==> src/rtl/set_job_driver.sv <==
// set_job_driver: initiator for the SET lattice-point counter's en/busy/valid handshake.
//
// Jobs written by the host are queued in a small FIFO. They are issued to SET one at a time.
// Each returned candidate is presented on a valid/ready result port. The result carries a tag
// equal to the job's issue order.
//
// Ports:
//   clk, rst           clock, synchronous active-high reset
//   job_*              host push side: job_wr strobe, central/radius/mode payload,
//                      job_full level, job_ovf / job_err one-cycle drop pulses
//   set_*              SET side: en/central/radius/mode out; busy/valid/candidate in
//   res_*              result port: valid/ready handshake, candidate, tag, timeout error
//   idle               FSM idle, FIFO empty and no result pending
//
// Optional feature: define SET_JOB_TIMEOUT_EN to post an error result when SET does not
// answer within TIMEOUT_CYC cycles of WAIT_VALID entry. When it is undefined, res_err is tied 0.

module set_job_driver #(
    parameter int unsigned DEPTH       = 4,
    parameter int unsigned TAG_W       = 4,
    parameter int unsigned TIMEOUT_CYC = 80
) (
    input  logic             clk,
    input  logic             rst,
    input  logic             job_wr,
    input  logic [23:0]      job_central,
    input  logic [11:0]      job_radius,
    input  logic [1:0]       job_mode,
    output logic             job_full,
    output logic             job_ovf,
    output logic             job_err,
    output logic             set_en,
    output logic [23:0]      set_central,
    output logic [11:0]      set_radius,
    output logic [1:0]       set_mode,
    input  logic             set_busy,
    input  logic             set_valid,
    input  logic [7:0]       set_candidate,
    output logic             res_valid,
    input  logic             res_ready,
    output logic [7:0]       res_candidate,
    output logic [TAG_W-1:0] res_tag,
    output logic             res_err,
    output logic             idle
);

    localparam int unsigned AW = (DEPTH > 1) ? $clog2(DEPTH) : 1;
    localparam int unsigned JW = 24 + 12 + 2;
    localparam logic [AW:0] DepthCnt = (AW + 1)'(DEPTH);

    typedef enum logic [1:0] {StIdle, StIssue, StWaitValid, StWaitDone} state_e;

    state_e             state_q, state_d;
    logic [JW-1:0]      mem_q [DEPTH];
    logic [AW:0]        wr_ptr_q, wr_ptr_d, rd_ptr_q, rd_ptr_d;
    logic               set_en_q, set_en_d;
    logic [23:0]        set_central_q, set_central_d;
    logic [11:0]        set_radius_q, set_radius_d;
    logic [1:0]         set_mode_q, set_mode_d;
    logic [TAG_W-1:0]   issue_cnt_q, issue_cnt_d;
    logic [TAG_W-1:0]   tag_q, tag_d;
    logic               res_valid_q, res_valid_d;
    logic [7:0]         res_cand_q, res_cand_d;
    logic               job_ovf_q, job_ovf_d;
    logic               job_err_q, job_err_d;
`ifdef SET_JOB_TIMEOUT_EN
    localparam logic [7:0] TmoLast = 8'(TIMEOUT_CYC - 1);
    logic               res_err_q, res_err_d;
    logic [7:0]         tmo_cnt_q, tmo_cnt_d;
`endif

    logic [AW:0]   fifo_cnt;
    logic          fifo_empty, fifo_full;
    logic          go, push_ok, mode_bad;
    logic [JW-1:0] head;

    assign fifo_cnt   = wr_ptr_q - rd_ptr_q;
    assign fifo_empty = (fifo_cnt == '0);
    assign fifo_full  = (fifo_cnt == DepthCnt);
    assign head       = mem_q[rd_ptr_q[AW-1:0]];
    assign mode_bad   = (job_mode == 2'd3);

    // Issue only with SET quiet and the result slot free (or being freed this cycle).
    assign go      = (state_q == StIdle) && !fifo_empty && !set_busy &&
                     (!res_valid_q || res_ready);
    // A full FIFO still accepts a push in the cycle that pops.
    assign push_ok = job_wr && !mode_bad && (!fifo_full || go);

    always_comb begin
        state_d       = state_q;
        wr_ptr_d      = wr_ptr_q + (AW + 1)'(push_ok);
        rd_ptr_d      = rd_ptr_q + (AW + 1)'(go);
        set_en_d      = 1'b0;
        set_central_d = set_central_q;
        set_radius_d  = set_radius_q;
        set_mode_d    = set_mode_q;
        issue_cnt_d   = issue_cnt_q;
        tag_d         = tag_q;
        res_valid_d   = res_valid_q && !res_ready;
        res_cand_d    = res_cand_q;
        job_ovf_d     = job_wr && !mode_bad && fifo_full && !go;
        job_err_d     = job_wr && mode_bad;
`ifdef SET_JOB_TIMEOUT_EN
        res_err_d     = res_err_q;
        tmo_cnt_d     = tmo_cnt_q;
`endif
        unique case (state_q)
            StIdle: begin
                if (go) begin
                    {set_central_d, set_radius_d, set_mode_d} = head;
                    tag_d    = issue_cnt_q;
                    set_en_d = 1'b1;
                    state_d  = StIssue;
                end
            end
            StIssue: begin
                issue_cnt_d = issue_cnt_q + TAG_W'(1);
`ifdef SET_JOB_TIMEOUT_EN
                tmo_cnt_d   = '0;
`endif
                state_d     = StWaitValid;
            end
            StWaitValid: begin
                if (set_valid) begin
                    res_valid_d = 1'b1;
                    res_cand_d  = set_candidate;
`ifdef SET_JOB_TIMEOUT_EN
                    res_err_d   = 1'b0;
`endif
                    state_d     = StWaitDone;
                end
`ifdef SET_JOB_TIMEOUT_EN
                else if (tmo_cnt_q == TmoLast) begin
                    res_valid_d = 1'b1;
                    res_cand_d  = '0;
                    res_err_d   = 1'b1;
                    state_d     = StWaitDone;
                end else begin
                    tmo_cnt_d = tmo_cnt_q + 8'd1;
                end
`endif
            end
            StWaitDone: begin
                // SET keeps busy one cycle past valid; a late valid here is ignored.
                if (!set_busy) state_d = StIdle;
            end
            default: state_d = StIdle;
        endcase
    end

    always_ff @(posedge clk) begin
        if (rst) begin
            state_q       <= StIdle;
            wr_ptr_q      <= '0;
            rd_ptr_q      <= '0;
            set_en_q      <= 1'b0;
            set_central_q <= '0;
            set_radius_q  <= '0;
            set_mode_q    <= '0;
            issue_cnt_q   <= '0;
            tag_q         <= '0;
            res_valid_q   <= 1'b0;
            res_cand_q    <= '0;
            job_ovf_q     <= 1'b0;
            job_err_q     <= 1'b0;
`ifdef SET_JOB_TIMEOUT_EN
            res_err_q     <= 1'b0;
            tmo_cnt_q     <= '0;
`endif
        end else begin
            state_q       <= state_d;
            wr_ptr_q      <= wr_ptr_d;
            rd_ptr_q      <= rd_ptr_d;
            set_en_q      <= set_en_d;
            set_central_q <= set_central_d;
            set_radius_q  <= set_radius_d;
            set_mode_q    <= set_mode_d;
            issue_cnt_q   <= issue_cnt_d;
            tag_q         <= tag_d;
            res_valid_q   <= res_valid_d;
            res_cand_q    <= res_cand_d;
            job_ovf_q     <= job_ovf_d;
            job_err_q     <= job_err_d;
`ifdef SET_JOB_TIMEOUT_EN
            res_err_q     <= res_err_d;
            tmo_cnt_q     <= tmo_cnt_d;
`endif
        end
    end

    // Storage needs no reset; validity is tracked by the pointers.
    always_ff @(posedge clk) begin
        if (push_ok) mem_q[wr_ptr_q[AW-1:0]] <= {job_central, job_radius, job_mode};
    end

    assign job_full      = fifo_full;
    assign job_ovf       = job_ovf_q;
    assign job_err       = job_err_q;
    assign set_en        = set_en_q;
    assign set_central   = set_central_q;
    assign set_radius    = set_radius_q;
    assign set_mode      = set_mode_q;
    assign res_valid     = res_valid_q;
    assign res_candidate = res_cand_q;
    assign res_tag       = tag_q;
`ifdef SET_JOB_TIMEOUT_EN
    assign res_err       = res_err_q;
`else
    assign res_err       = 1'b0;
`endif
    assign idle          = (state_q == StIdle) && fifo_empty && !res_valid_q;

endmodule

==> config.mk <==
export PLATFORM = sky130hd
export DESIGN_NAME = set_job_driver
export DESIGN_NICKNAME = d
export VERILOG_FILES = /design/src/rtl/set_job_driver.sv
export SDC_FILE = /design/constraint.sdc
export NUM_CORES = 1
export LEC_CHECK = 0
export CAP_MARGIN = 20
export CORE_UTILIZATION = 45
export DETAILED_ROUTE_END_ITERATION = 12
export PLACE_DENSITY = 0.65
export SLEW_MARGIN = 30
export SYNTH_ARGS = -nofsm -noshare
export SYNTH_HDL_FRONTEND = slang
export SYNTH_SLANG_ARGS = --single-unit
==> constraint.sdc <==
create_clock -name clk -period 6.23 [get_ports clk]
set_input_delay 1.246 -clock clk [delete_from_list [all_inputs] [get_ports clk]]
set_output_delay 1.246 -clock clk [all_outputs]
set_load 0.005 [all_outputs]
==> flow_metrics.env <==
export IMPL_synth_largest_area_cell="edfxtp_1"
export IMPL_ant_nets=0
export IMPL_insertion_delay_ns=0.49
export IMPL_drive_gt1_share_pct=13.74
export IMPL_io_buffers=107
export IMPL_cpLargestDelayFamily="flip-flops"
export IMPL_setup_tns_final_ns=0
export IMPL_nFillCells=1340
export IMPL_hold_class="reg2reg"
export IMPL_gp_congestion=0.7028
export IMPL_first_pass_iters=4
export IMPL_syn_nets=569
export IMPL_ir_worst_vdd_mv=0.2444
export IMPL_slew_viol_final=0
export IMPL_grt_pass1_vias=4488
export IMPL_powerDensity_mw_per_mm2=391.6
export IMPL_synthTopCellsByArea="edfxtp_1 (57%), dfxtp_1 (16%), mux4_2 (11%)"
export IMPL_wl_um=15100
export IMPL_cts_tree="yes"
export IMPL_worstPathArrival_ns=2.86
export IMPL_whs_path_depth=2
export IMPL_die_h_um=135.4
export IMPL_hpwl_um=8656
export IMPL_yosysWarnings=0
export IMPL_path_max_fanout=40
export IMPL_stdcell_count=858
export IMPL_multiInputGateArea_mm2=0.001993
export IMPL_die_x_um=135.4
export IMPL_num_rows=48
export IMPL_endpoint_kind="output pin"
export IMPL_fin_nets=681
export IMPL_critPathRequiredTime_ns=4.98
export IMPL_synth_edf_count=152
export IMPL_drc=0
export IMPL_fmax_mhz=243.3
export IMPL_grt_usage_pct=16.94
export IMPL_rr_startpoint="rd_ptr_q[0]"
export IMPL_synth_common_cells="edfxtp_1 (152), nand2_1 (105), dfxtp_1 (66)"
export IMPL_layout_worst_path_cycle_share_pct=65.96
export IMPL_yosys_most_used_dff="edfxtp_1"
export IMPL_htreeDepth=1
export IMPL_path_clk_slew_ns=0.06
export IMPL_reg2reg_to="rd_ptr_q[1]"
export IMPL_crit_path_start_kind="flop"
export IMPL_crit_type="reg2out"
export IMPL_register_area_mm2=0.005891
export IMPL_drv_cap=0
export IMPL_drtIter0Drc=269
export IMPL_postSynthAreaPerCell_um2=15.87
export IMPL_cts_resized=0
export IMPL_gr_total_overflow=0
export IMPL_critPathBufInv=1
export IMPL_status="finished clean"
export IMPL_cts_setup_buffers=0
export IMPL_dp_cells=818
export IMPL_finalHoldViolations=0
export IMPL_grt_max_degree=67
export IMPL_clockBufferDepth=3
export IMPL_seq_area_frac_synth_pct=73.45
export IMPL_core_region_area_mm2=0.01736
export IMPL_dieArea_mm2=0.01834
export IMPL_rsz0062_at_grt="no"
export IMPL_reg2reg_slack_ns=2.63
export IMPL_async_reset_ff_share_pct=0
export IMPL_syn_cell_area_mm2=0.008013
export IMPL_cts_made_buffers=22
export IMPL_yosysMostFrequentCell="edfxtp_1"
export IMPL_holdPathEnd="res_tag[2]"
export IMPL_via_count=4425
export IMPL_initial_core_util_pct=46.16
export IMPL_tightest_slew_ns=0.8705
export IMPL_ios=109
export IMPL_postSynthCellCount=505
export IMPL_area_delta_synth_final_pct=25.80
export IMPL_period_needed_ns=4.110
export IMPL_antenna_found_initial=0
export IMPL_setup_violations=0
export IMPL_grt_pass1_wl_um=23760
export IMPL_max_stage_delay_ns=0.89
export IMPL_root_buffer="clkbuf_16"
export IMPL_cts_hold_buf=0
export IMPL_leakagePower_nw=3.317
export IMPL_ys_types=33
export IMPL_r2r_cells=8
export IMPL_ys_ff_latch=218
export IMPL_fin_worst_skew_ns=0.01228
export IMPL_route_detailed_wl_per_inst_um=17.60
export IMPL_diodes=0
export IMPL_holdCritStartpoint="res_tag[2]"
export IMPL_relSlewSlack_pct=41.88
export IMPL_cts_sinks=218
export IMPL_worstPathCellList="ha_1 > nor2b_1 > xnor2_1 > nor4b_1 > clkdlybuf4s50_1"
export IMPL_crit_slowest_cell="dfxtp_4"
export IMPL_synth_top_area_share_pct=56.96
export IMPL_vias_per_cell=5.157
==> metal layers <==
layer	share of wire (%)	vias up	GRT usage [%]
li1	-	2091	-
met2	51	128	29.40
met4	1.1	0	4.182
met3	5.4	13	2.881
met5	0	-	0
met1	43	2193	22.13
==> kinds of logic after synthesis <==
logic type / after synthesis / synth area share [%]
flops: 218 / 73.45
fa+ha+maj: 12 / 1.874
mux: 40 / 10.93
xor+xnor: 7 / 0.7652
simple gates: 136 / 7.042
buf+inv: 34 / 2.061
compound gates: 57 / 3.826
other cells: 1 / 0.04680
==> flip-flops by register name (all words and copies together), names as in the netlist, 2 cells and up <==
register and flops:
wr_ptr_q 3, set_mode 2, state_q 2, res_tag 4, issue_cnt_q 4, rd_ptr_q 3
mem_q 152, set_radius 12, set_central 24, res_candidate 8
==> worst register-to-register path, stage by stage, from the launching register on <==
cell and delay (ns):
dfxtp_4 0.89, ha_1 0.28, nor2b_1 0.15, xnor2_1 0.22
a31o_4 0.61, inv_2 0.54, ha_1 0.36, ha_1 0.28
nor2b_1 0.13
==> how the worst max path moves through the flow <==
| stage | startpoint | to | slack (ns) | cells after the start |
|---|---|---|---|---|
| 6_report | rd_ptr_q[0] | idle | 2.12 | 5 |
| 5_1_grt | rd_ptr_q[0] | idle | 1.89 | 5 |
| 4_1_cts | rd_ptr_q[0] | idle | 2.03 | 5 |
| 3_5_place_dp | set_busy | rd_ptr_q[1] | 2.29 | 7 |
| 3_3_place_gp | set_busy | rd_ptr_q[2] | 1.87 | 8 |
| 2_1_floorplan | res_ready | mem_q[2][0] | 1.12 | 5 |
==> report_power, final <==
| group | total (W) | switching (W) | leakage, nW | internal (W) |
|---|---|---|---|---|
| Combinational | 0.000752 | 0.000342 | 1.01 | 0.000410 |
| Sequential | 0.00183 | 0.000125 | 1.92 | 0.00170 |
| Clock | 0.00137 | 0.000504 | 0.379 | 0.000865 |
| Total | 0.00395 | 0.000971 | 3.32 | 0.00298 |
==> stage by stage <==
stage	setup slack, ns	area, µm²	total power [W]	utilization [%]	hold slack (ns)
floorplan	1.123	8013	0.002310	-	0.4436
global placement	1.866	9301	0.002601	53.59	0.4422
global route	1.893	10080	0.004141	58.07	0.4717
finish	2.121	10080	0.003947	58.07	0.4517
CTS	2.032	10080	0.004001	58.07	0.4565
detailed placement	2.294	9310	0.002626	53.64	0.4484
==> cell type report <==
class | count | area share (%)
tap | 225 | 2.793
clock buffer | 31 | 6.207
inverter | 9 | 0.3352
timing repair buffer | 113 | 11.02
sequential | 218 | 58.44
multi-input combinational | 253 | 19.77
clock inverter | 9 | 1.428
==> placed cells by master, fill, tap and decap left out, drive strengths merged, types with 2 or more instances in the layout <==
| master | count |
|---|---|
| nor2 | 11 |
| nand2b | 4 |
| edfxtp | 152 |
| clkinv | 5 |
| nor2b | 5 |
| clkdlybuf4s50 | 106 |
| xnor2 | 4 |
| nor3 | 3 |
| dfxtp | 66 |
| bufinv | 4 |
| mux2i | 2 |
| buf | 7 |
| nand2 | 105 |
| nor3b | 2 |
| ha | 12 |
| clkbuf | 31 |
| a21oi | 52 |
| xor2 | 3 |
| inv | 9 |
| mux4 | 38 |
No activity file was read; power rests on OpenSTA's default activity.
